===== config.mk =====
export PLATFORM = sky130hd
export DESIGN_NAME = wb_stage
export DESIGN_NICKNAME = d
export VERILOG_FILES = /design/src/rtl/wb_stage.sv
export SDC_FILE = /design/constraint.sdc
export NUM_CORES = 1
export LEC_CHECK = 0
export CAP_MARGIN = 20
export CELL_PAD_IN_SITES_DETAIL_PLACEMENT = 0
export CELL_PAD_IN_SITES_GLOBAL_PLACEMENT = 1
export CORE_UTILIZATION = 25
export CTS_CLUSTER_DIAMETER = 50
export DETAILED_ROUTE_END_ITERATION = 7
export HOLD_SLACK_MARGIN = 0.15
export PLACE_DENSITY_LB_ADDON = 0.1
export SLEW_MARGIN = 10
export SYNTH_ARGS = -nofsm -noshare
export SYNTH_HDL_FRONTEND = slang
export SYNTH_SLANG_ARGS = --single-unit

===== constraint.sdc =====
create_clock -name sys_clk -period 2.05 [get_ports sys_clk]
set_input_delay 0.5125 -clock sys_clk [delete_from_list [all_inputs] [get_ports sys_clk]]
set_output_delay 0.5125 -clock sys_clk [all_outputs]
set_load 0.005 [all_outputs]

===== src/rtl/wb_stage.sv =====
// Write-back stage: holds one retiring instruction, waits for load data, extends/merges it
// and issues one register write per instruction. Optional WB_DMEM_TIMEOUT_EN adds a WAIT timeout.
module wb_stage #(
    parameter int TIMEOUT_CYCLES = 64,
    parameter int CNT_W          = 32
) (
    input  logic             sys_clk,
    input  logic             rst_n,
    input  logic             in_valid,
    output logic             in_ready,
    input  logic             in_mem_to_reg,
    input  logic             in_reg_write,
    input  logic [4:0]       in_reg_id,
    input  logic [5:0]       in_opcode,
    input  logic [1:0]       in_addr_lo,
    input  logic [31:0]      in_alu_result,
    input  logic [31:0]      in_rt_old,
    input  logic             dmem_rvalid,
    input  logic [31:0]      dmem_rdata,
    output logic             reg_write_o,
    output logic [4:0]       reg_write_id_o,
    output logic [31:0]      reg_write_data_o,
    output logic             stall_o,
    output logic             addr_err_o,
    output logic             bus_err_o,
    output logic [CNT_W-1:0] retired_cnt
);
    typedef enum logic [1:0] {IDLE = 2'd0, WAIT = 2'd1, COMMIT = 2'd2} state_t;

    function automatic logic [31:0] load_extract(input logic [5:0] op, input logic [1:0] k,
                                                 input logic [31:0] rd, input logic [31:0] rt);
        logic [7:0]  b;
        logic [15:0] h;
        logic [31:0] r;
        b = rd[{k, 3'b000} +: 8];
        h = k[1] ? rd[31:16] : rd[15:0];
        case (op)
            6'h20:   r = {{24{b[7]}}, b};
            6'h24:   r = {24'd0, b};
            6'h21:   r = {{16{h[15]}}, h};
            6'h25:   r = {16'd0, h};
            6'h22: begin
                case (k)
                    2'd0:    r = {rd[7:0], rt[23:0]};
                    2'd1:    r = {rd[15:0], rt[15:0]};
                    2'd2:    r = {rd[23:0], rt[7:0]};
                    default: r = rd;
                endcase
            end
            6'h26: begin
                case (k)
                    2'd0:    r = rd;
                    2'd1:    r = {rt[31:24], rd[31:8]};
                    2'd2:    r = {rt[31:16], rd[31:16]};
                    default: r = {rt[31:8], rd[31:24]};
                endcase
            end
            default: r = rd;
        endcase
        return r;
    endfunction

    function automatic logic is_misaligned(input logic [5:0] op, input logic [1:0] k);
        logic m;
        case (op)
            6'h21, 6'h25: m = k[0];
            6'h23:        m = (k != 2'd0);
            default:      m = 1'b0;
        endcase
        return m;
    endfunction

    state_t            state_r, state_s;
    logic              in_ready_r, stall_r;
    logic              we_r, aerr_r, berr_r;
    logic [4:0]        id_r;
    logic [31:0]       data_r;
    logic [CNT_W-1:0]  cnt_r;
    logic              h_reg_write_r, h_misalign_r;
    logic [4:0]        h_reg_id_r;
    logic [5:0]        h_opcode_r;
    logic [1:0]        h_addr_lo_r;
    logic [31:0]       h_rt_old_r;
    logic              accept_s, tmo_hit_s;
    logic              nxt_we_s, nxt_aerr_s, nxt_berr_s;
    logic [4:0]        nxt_id_s;
    logic [31:0]       nxt_data_s;

    assign accept_s = in_valid && in_ready_r;

`ifdef WB_DMEM_TIMEOUT_EN
    localparam int TMO_W = (TIMEOUT_CYCLES > 1) ? $clog2(TIMEOUT_CYCLES + 1) : 1;
    logic [TMO_W-1:0] tmo_r;

    // WAIT-cycle counter, restarted whenever a new instruction is accepted
    always_ff @(posedge sys_clk or negedge rst_n) begin
        if (!rst_n) begin
            tmo_r <= {TMO_W{1'b0}};
        end else if (accept_s) begin
            tmo_r <= {TMO_W{1'b0}};
        end else if (state_r == WAIT && !dmem_rvalid) begin
            tmo_r <= tmo_r + TMO_W'(1);
        end else begin
            tmo_r <= tmo_r;
        end
    end

    assign tmo_hit_s = (state_r == WAIT) && (tmo_r == TMO_W'(TIMEOUT_CYCLES - 1));
`else
    assign tmo_hit_s = (TIMEOUT_CYCLES < 0);
`endif

    // State register
    always_ff @(posedge sys_clk or negedge rst_n) begin
        if (!rst_n) begin
            state_r <= IDLE;
        end else begin
            state_r <= state_s;
        end
    end

    // Next state and the values to be committed on entry to COMMIT
    always_comb begin
        state_s    = state_r;
        nxt_we_s   = 1'b0;
        nxt_aerr_s = 1'b0;
        nxt_berr_s = 1'b0;
        nxt_id_s   = in_reg_id;
        nxt_data_s = in_alu_result;
        case (state_r)
            IDLE, COMMIT: begin
                if (accept_s) begin
                    state_s = in_mem_to_reg ? WAIT : COMMIT;
                end else begin
                    state_s = IDLE;
                end
            end
            WAIT: begin
                if (dmem_rvalid || tmo_hit_s) begin
                    state_s = COMMIT;
                end else begin
                    state_s = WAIT;
                end
            end
            default: state_s = IDLE;
        endcase
        if (state_r == WAIT) begin
            nxt_id_s   = h_reg_id_r;
            nxt_data_s = load_extract(h_opcode_r, h_addr_lo_r, dmem_rdata, h_rt_old_r);
            nxt_aerr_s = h_misalign_r;
            nxt_berr_s = !dmem_rvalid && tmo_hit_s;
            nxt_we_s   = h_reg_write_r && (h_reg_id_r != 5'd0) && !nxt_aerr_s && !nxt_berr_s;
        end else begin
            nxt_we_s   = in_reg_write && (in_reg_id != 5'd0);
        end
    end

    // Held instruction and registered outputs
    always_ff @(posedge sys_clk or negedge rst_n) begin
        if (!rst_n) begin
            in_ready_r    <= 1'b0;
            stall_r       <= 1'b0;
            we_r          <= 1'b0;
            aerr_r        <= 1'b0;
            berr_r        <= 1'b0;
            id_r          <= 5'd0;
            data_r        <= 32'd0;
            cnt_r         <= {CNT_W{1'b0}};
            h_reg_write_r <= 1'b0;
            h_misalign_r  <= 1'b0;
            h_reg_id_r    <= 5'd0;
            h_opcode_r    <= 6'd0;
            h_addr_lo_r   <= 2'd0;
            h_rt_old_r    <= 32'd0;
        end else begin
            in_ready_r <= (state_s != WAIT);
            stall_r    <= (state_s == WAIT);
            if (accept_s) begin
                h_reg_write_r <= in_reg_write;
                h_misalign_r  <= in_mem_to_reg && is_misaligned(in_opcode, in_addr_lo);
                h_reg_id_r    <= in_reg_id;
                h_opcode_r    <= in_opcode;
                h_addr_lo_r   <= in_addr_lo;
                h_rt_old_r    <= in_rt_old;
            end else begin
                h_reg_write_r <= h_reg_write_r;
                h_misalign_r  <= h_misalign_r;
                h_reg_id_r    <= h_reg_id_r;
                h_opcode_r    <= h_opcode_r;
                h_addr_lo_r   <= h_addr_lo_r;
                h_rt_old_r    <= h_rt_old_r;
            end
            if (state_s == COMMIT) begin
                we_r   <= nxt_we_s;
                aerr_r <= nxt_aerr_s;
                berr_r <= nxt_berr_s;
                id_r   <= nxt_id_s;
                data_r <= nxt_data_s;
                cnt_r  <= cnt_r + CNT_W'(1);
            end else begin
                we_r   <= 1'b0;
                aerr_r <= 1'b0;
                berr_r <= 1'b0;
                id_r   <= id_r;
                data_r <= data_r;
                cnt_r  <= cnt_r;
            end
        end
    end

    assign in_ready         = in_ready_r;
    assign stall_o          = stall_r;
    assign reg_write_o      = we_r;
    assign reg_write_id_o   = id_r;
    assign reg_write_data_o = data_r;
    assign addr_err_o       = aerr_r;
    assign bus_err_o        = berr_r;
    assign retired_cnt      = cnt_r;
endmodule


==> results by group, run 1 <==
Drt
  – Initial drt markers: around 420
  – DRC: 0
  – Post-route ant nets: 0
  – Via count: 6433
  – DR pass1 iterations: 5
  – Post-Route WL: 26.48 mm
  – WL/cell: approximately 20 µm
  – Routed vias/inst: between 4 and 5

Power
  – Sw Ratio: 32.19%
  – P_sw: 3.335 mW
  – Worst VDD drop: ~0.46 mV
  – Pwr Density: approximately 940 nW/µm²
  – Clock power frac: 31.0%
  – Cell-internal power: about 7.0 mW
  – Leak: 4.478 nW
  – Comb pwr share: 36.2%
  – Total Power: 10.36 mW
  – Sequential share of power: 32.8%

Logic synthesis
  – Syn Inst Count: 663
  – Syn nets: 779
  – Mux share of post-synthesis cell area: a little under a fifth
  – Largest family of logic cells by synthesized area: multiplexers
  – Simple-gate share of the synthesized area: about an eighth
  – Compound-Gate Fraction of Synth Area: 15.82%
  – Async SR Flop Fraction: 100.0%
  – Post-synth EDFFs: 0
  – Synth Area in XOR/XNOR: 4.078%
  – Yosys reg bits: 122
  – Area share of fa/ha/maj cells after synthesis: less than 1%
  – Post-synthesis cell type count: 61
  – Post-synthesis sequential area ratio: 44.62%
  – Ys flop type: dfrtp_1
  – Syn avg cell area: 10.32 µm²
  – Mapped Area: 6842 µm²
  – Warnings, synthesis: 0

Setup path
  – Register-to-register path setup slack: -10 ps
  – Startpoint types: flip-flop
  – Critical Path Source: h_opcode_r[3]
  – Critical path buffers and inverters: 2
  – WS Path Type: flip-flop to flip-flop
  – R2r endpoint: reg_write_data_o[0]
  – Top Family by Delay on Critical Path: compound AO/OA/AOI/OAI gates
  – Required @ worst endpoint: between 2000 and 2500 ps
  – Critical path, cell by cell: or3b_4 > a221o_1 > buf_6 > buf_6 > a222oi_1 > a211oi_1
  – Reg2Reg Depth: 6
  – Critical path depth in cells: 6
  – Slowest CP cell: or3b_4
  – Endpoint type of the worst setup path: flip-flop
  – Reg2reg start: h_opcode_r[3]
  – Worst Path Arrival: between 2000 and 2500 ps
  – Most Frequent Cell on Critical Path: buf_6
  – Worst-path fanout max: 7
  – Critical Path Sink: reg_write_data_o[0]
  – Max stage delay on crit path: around 460 ps

GRT
  – Vias in the first global route: 6639
  – Most crowded layer after global routing: met2
  – Gr usage total: 18.92%
  – Initial antenna violation count: 0
  – GR met3 Demand/Resource: about 3.3%
  – Met1 usage: around 26%
  – Met2 Track Usage GR: 30.60%
  – Largest net degree at the start of global routing: 81
  – First-pass GRT wire length: ~40 mm
  – Global route overflow: 0

Timing
  – Fin crit share: 100.5%
  – Achievable clock frequency: 485.5 MHz
  – Final slew viol count: 0
  – RSZ-0062 raised after global routing: yes
  – Setup violators final: 1
  – Worst hold margin: 483.0 ps
  – Clk_skew: 8.587 ps
  – Slew @ Worst Pin: 501.2 ps
  – Final hold vios: 0
  – Setup WS post-layout: -9.728 ps
  – Worst slew margin: 66.59%
  – Period minus WS final: 2060 ps

Final layout
  – Area grow syn2layout: 60.42%
  – Most common cell after layout, fill and taps aside: clkdlybuf4s50_1
  – Most frequent cells in the layout: clkdlybuf4s50_1 (183), dfrtp_1 (119), buf_4 (96)
  – Share of cells above drive strength 1: 30.56%
  – Fill count: 2645
  – Net count, final: 1053
  – Multi-input logic area: ~3900 µm²
  – Diodes inserted: 0
  – FF+latch area: 3057 µm²
  – Final Instance Area: 10980 µm²

CTS
  – Clk_lat worst skew: 420 ps
  – Clock Tree Buf Depth: 2
  – Clock sinks: 122
  – TritonCTS Buffers: 17
  – H-tree level count: 4
  – Clk root buf: clkbuf_16
  – Clock transition at path regs: 60 ps
  – CTS tree: yes

Floorplan
  – Die Area: 28030 µm²
  – # IOs: between 150 and 200
  – Area of the core: roughly 27000 µm²
  – Die H: 167.4 µm
  – Starting Density: roughly a quarter
  – FP Rows: 60
  – Die X: between 150 and 200 µm

Status
  – Failing checks: setup timing
  – Status: finished with violations

Placed design
  – Routability cong.: 0.8582
  – Area post-placement: about 9900 µm²
  – DP HPWL: 20.28 mm
  – PortBufs: between 150 and 200

Flow run
  – Max Cap Violations: 0

Hold path
  – Hold WC Path Type: flip-flop to flip-flop
==> per-layer routing <==
metal  vias to the layer above  wire length [µm]
li1                       3021                 -
met1                      3186             12350
met2                       197             12560
met3                        29              1175
met4                         0               398
met5                         -                 0
==> synth_stat cells, types with 3 or more instances <==
master,count,area [µm²]
o21ai_0,26,130.1
and2_1,6,37.54
o21ai_1,4,20.02
a21oi_1,28,140.1
dfrtp_1,122,3053
inv_1,7,26.28
nand4_1,7,43.79
a221oi_1,3,26.28
mux2_2,75,844.6
buf_1,7,26.28
nor2b_1,4,25.02
xnor2_1,26,227.7
and3_1,8,50.05
and4_1,6,52.55
nor4_1,3,18.77
clkbuf_1,29,108.9
a211oi_1,15,112.6
xor2_1,4,35.03
or4_1,3,22.52
mux2i_1,43,430.4
a2111oi_0,5,43.79
o221a_1,5,56.30
a221o_1,4,40.04
nand2_1,39,146.4
o2bb2ai_1,5,43.79
buf_2,12,60.06
o22ai_1,42,262.8
a31oi_1,6,37.54
nor2_1,62,232.7
nand3_1,14,70.07
nor3_1,6,30.03
==> cell type report <==
cell class / count / share of cell area [%]
Multi-Input combinational cell: 484 / 35.25
Sequential cell: 122 / 27.85
Timing Repair Buffer: 305 / 27.18
Tap cell: 341 / 3.887
Clock buffer: 17 / 3.876
Clock inverter: 14 / 1.721
Inverter: 7 / 0.2394
==> worst register-to-register path, cell delays in order, from the launching register on <==
cell and delay, ps:
dfrtp_1 380, or3b_4 460, a221o_1 370, buf_6 160, buf_6 120, a222oi_1 310, a211oi_1 130
==> what timing repair did <==
item	4_1_cts	5_1_grt
hold buffers	1	0
gates resized for setup	39	42
endpoints found under the hold margin	42	0
pin swaps	7	14
buffers inserted	2	4
setup endpoints to repair	47	39
cloned	0	1
==> power by group through the flow <==
stage | Sequential (mW) | Combinational, mW | Clock, mW
2_1_floorplan | 3.32 | 1.55 | 0
3_3_place_gp | 3.43 | 3.49 | 0
3_5_place_dp | 3.44 | 3.52 | 0
4_1_cts | 3.41 | 3.62 | 3.28
5_1_grt | 3.47 | 4.04 | 3.40
6_report | 3.40 | 3.75 | 3.21
==> cell families after synthesis <==
kind of cell / count (synthesis)
xor+xnor: 31
fa+ha+maj: 1
other cells: 1
mux: 118
flops: 122
compound gates: 158
simple gates: 175
buf+inv: 57
==> through the flow <==
stage / std cells / TNS [ps] / utilization (%) / setup slack [ps]
floorplan: 663 / 0 / - / 38.35
global placement: 1251 / -27220 / 36.87 / -551.6
detailed placement: 1251 / -28420 / 36.87 / -567.6
CTS: 1285 / -1.005 / 39.90 / -1.005
global route: 1290 / -219.4 / 40.84 / -80.34
finish: 1290 / -9.728 / 40.84 / -9.728
==> sequential cells by signal, summed over array words and instances, names as in the netlist <==
signal,cells
addr_err_o,1
h_addr_lo_r,2
h_misalign_r,1
h_opcode_r,6
h_reg_id_r,5
h_reg_write_r,1
h_rt_old_r,32
in_ready,1
reg_write_data_o,32
reg_write_id_o,5
reg_write_o,1
retired_cnt,32
stall_o,1
state_r,2
==> how the worst min path moves through the flow <==
stage / start / cells after the start / slack, ps / endpoint
CTS: retired_cnt[31] / 1 / 490 / retired_cnt[31]
detailed placement: retired_cnt[31] / 1 / 480 / retired_cnt[31]
floorplan: rst_n / 0 / 220 / addr_err_o
global placement: retired_cnt[31] / 1 / 460 / retired_cnt[31]
finish: retired_cnt[31] / 1 / 480 / retired_cnt[31]
global route: retired_cnt[31] / 1 / 500 / retired_cnt[31]
(Power assumes the default switching activity.)
==> run 2, diff against run 1 <==
--- a/config.mk
+++ b/config.mk
@@ -13,5 +13,5 @@
 export DETAILED_ROUTE_END_ITERATION = 7
 export HOLD_SLACK_MARGIN = 0.15
-export PLACE_DENSITY_LB_ADDON = 0.1
+export PLACE_DENSITY = 0.61
 export SLEW_MARGIN = 10
 export SYNTH_ARGS = -nofsm -noshare
==> constraint.sdc (replaced) <==
create_clock -name sys_clk -period 2.05 [get_ports sys_clk]
set_input_delay 0.5125 -clock sys_clk [delete_from_list [all_inputs] [get_ports sys_clk]]
set_output_delay 0.5125 -clock sys_clk [all_outputs]
set_load 0.05 [all_outputs]
==> run 2 against run 1 <==
The run still ends with setup timing left. Register-to-register slack hardly changed. Die area unchanged. Count of clock-buffer cells in the layout rose by 1. Critical endpoint is now reg_write_data_o[20]. Sequential share of layout area rose by 0.74 points. Global-route usage decreased by 0.58 points. Via count down 2.3%. Largest cell class unchanged. Core utilization is 0.95 points lower. Maximum frequency down 0.70%. Critical path depth stayed put. Wire length down 3.1%.
==> results by group, run 2 (synthesized netlist as in run 1, its figures left out) <==
CTS
  – Clock Tree Buf Depth: 2
  – Clk_lat worst skew: 430 ps
  – Clock transition at path regs: 60 ps
  – CTS tree: yes
  – TritonCTS Buffers: 17
  – Clock sinks: 122
  – H-tree level count: 4
  – Clk root buf: clkbuf_16

GRT
  – Gr usage total: 18.34%
  – Vias in the first global route: 6415
  – Largest net degree at the start of global routing: 65
  – First-pass GRT wire length: 38.81 mm
  – Initial antenna violation count: 2
  – Global route overflow: 0

Placed design
  – PortBufs: 187
  – Area post-placement: 9718 µm²
  – DP HPWL: 19.46 mm
  – Placed cell count: 1251
  – DP Worst Slack: -553.3 ps
  – Routability cong.: 0.8414

Floorplan
  – FP Rows: 60
  – Die H: 167.4 µm
  – # IOs: 189
  – Die Area: 28030 µm²
  – Area of the core: 26880 µm²
  – Starting Density: approximately a quarter
  – Die X: roughly 170 µm

Setup path
  – Slowest CP cell: o41ai_4
  – Startpoint types: flip-flop
  – Critical path, cell by cell: or3b_4 > buf_6 > o41ai_4 > buf_6 > o22ai_2 > o22ai_2
  – WS Path Type: flip-flop to flip-flop
  – Max stage delay on crit path: 470 ps
  – Endpoint type of the worst setup path: flip-flop
  – Required @ worst endpoint: 2400 ps
  – Register-to-register path setup slack: -20 ps
  – Worst-path fanout max: 7
  – Worst Path Arrival: around 2400 ps

Power
  – Clock power frac: 28.3%
  – Sw Ratio: 39.93%
  – Leak: roughly 4.5 nW
  – Worst VDD drop: roughly 0.57 mV
  – P_sw: roughly 4.6 mW
  – Sequential share of power: 29.7%
  – Pwr Density: 1065 nW/µm²
  – Cell-internal power: ~7 mW
  – Comb pwr share: 42.0%

Drt
  – WL/cell: ~20 µm
  – Via count: 6282
  – Post-route ant nets: 0
  – DR pass1 iterations: 6
  – Post-Route WL: 25.65 mm
  – Initial drt markers: 353
  – DRC: 0
  – Routed vias/inst: between 4 and 5

Final layout
  – Most frequent cells in the layout: buf_4 (157), dfrtp_1 (113), clkdlybuf4s50_1 (111)
  – FF+latch area: 3064 µm²
  – Multi-input logic area: about 3800 µm²
  – Final Non-Filler Cells: 1289
  – Diodes inserted: 0
  – Final Util: 39.88%
  – Share of cells above drive strength 1: 36.50%
  – Final Instance Area: 10720 µm²
  – Fill count: 2717
  – Area grow syn2layout: 56.67%
  – Net count, final: 1051
  – Most common cell after layout, fill and taps aside: buf_4

Timing
  – Worst slew margin: approximately 66%
  – Fin crit share: 101.2%
  – Final slew viol count: 0
  – Clk_skew: 13.96 ps
  – Period minus WS final: 2074 ps
  – RSZ-0062 raised after global routing: yes
  – Setup violators final: 3
  – Slew @ Worst Pin: 514.4 ps
  – Setup WS post-layout: -24.25 ps
  – Achievable clock frequency: 482.1 MHz
  – Final hold vios: 0

Status
  – Status: finished with violations
  – Failing checks: setup timing

Hold path
  – Hold WC Path Type: flip-flop to flip-flop

Flow run
  – Max Cap Violations: 0
## run 2: cell types whose count changed in the layout (fill, tap and decap cells not counted), moves of 5 or more
cell             delta
dfrtp_1             -6
buf_4              +61
dlygate4sd2_1      +10
dfrtp_2             +6
clkdlybuf4s50_1    -72
a211oi_1            +7
buf_6               +5
a211oi_2            -5
## run 2: repair_timing
action                                 4_1_cts  5_1_grt
buffers inserted                             4        5
setup endpoints to repair                   44       44
pin swaps                                    4       18
hold buffers                                 1        0
endpoints found under the hold margin      101        0
cloned                                       0        1
resized for setup                           28       53
## run 2: worst max-delay path, delay by kind of cell (launching register included)
| family | cells | cell delay [ps] |
|---|---|---|
| AO/OA/AOI/OAI | 3 | 780 |
| buffers and inverters | 2 | 390 |
| flip-flops | 1 | 380 |
| AND/OR/NAND/NOR | 1 | 440 |
## run 2: area by class of cell
type	count	area share (%)
Clock buffer	18	4.097
Clock inverter	14	1.728
Inverter	7	0.2451
Multi-Input combinational cell	484	35.84
Sequential cell	122	28.59
Tap cell	341	3.980
Timing Repair Buffer	303	25.53
## run 2: final timing paths
kind / from / end / cells past startpoint
max in group asynchronous: rst_n / reg_write_data_o[19] / 3
min in group asynchronous: rst_n / retired_cnt[14] / 3
worst max register to register: h_opcode_r[4] / reg_write_data_o[20] / 6
worst min register to register: retired_cnt[31] / retired_cnt[31] / 1
worst max-delay path: h_opcode_r[4] / reg_write_data_o[20] / 6
worst min-delay path: retired_cnt[31] / retired_cnt[31] / 1
## run 2: power by group through the flow
stage                     registers (mW)  clock network [mW]  logic (mW)
after global placement              3.41                   0        4.62
after CTS                           3.39                3.31        4.67
after detailed placement            3.43                   0        4.63
final                               3.39                3.24        4.79
after floorplan                     4.58                   0        1.55
after global routing                3.47                3.42        5.07
## run 2: layer usage
metal / vias up / wire, µm / track usage [%]
met2: 157 / 12330 / 30.14
met3: 25 / 1090 / 4.278
li1: 3015 / - / -
met4: 4 / 208 / 4.268
met1: 3081 / 11990 / 24.30
met5: - / 27 / 0
## run 2: stage by stage
step                hold WS (ps)  TNS, ps  power [mW]
finish                     482.3   -49.83       11.42
global route               518.4   -652.9       11.97
CTS                        481.3        0       11.37
detailed placement         477.4   -24460       8.067
global placement           470.5   -21940       8.031
floorplan                  216.9        0       6.135
==> run 3, diff against run 2 <==
Settings changed: ABC_CLOCK_PERIOD_IN_PS set to 2050.
==> results of run 3 <==
The final DEF is identical to that of run 2; final timing and power are the same.
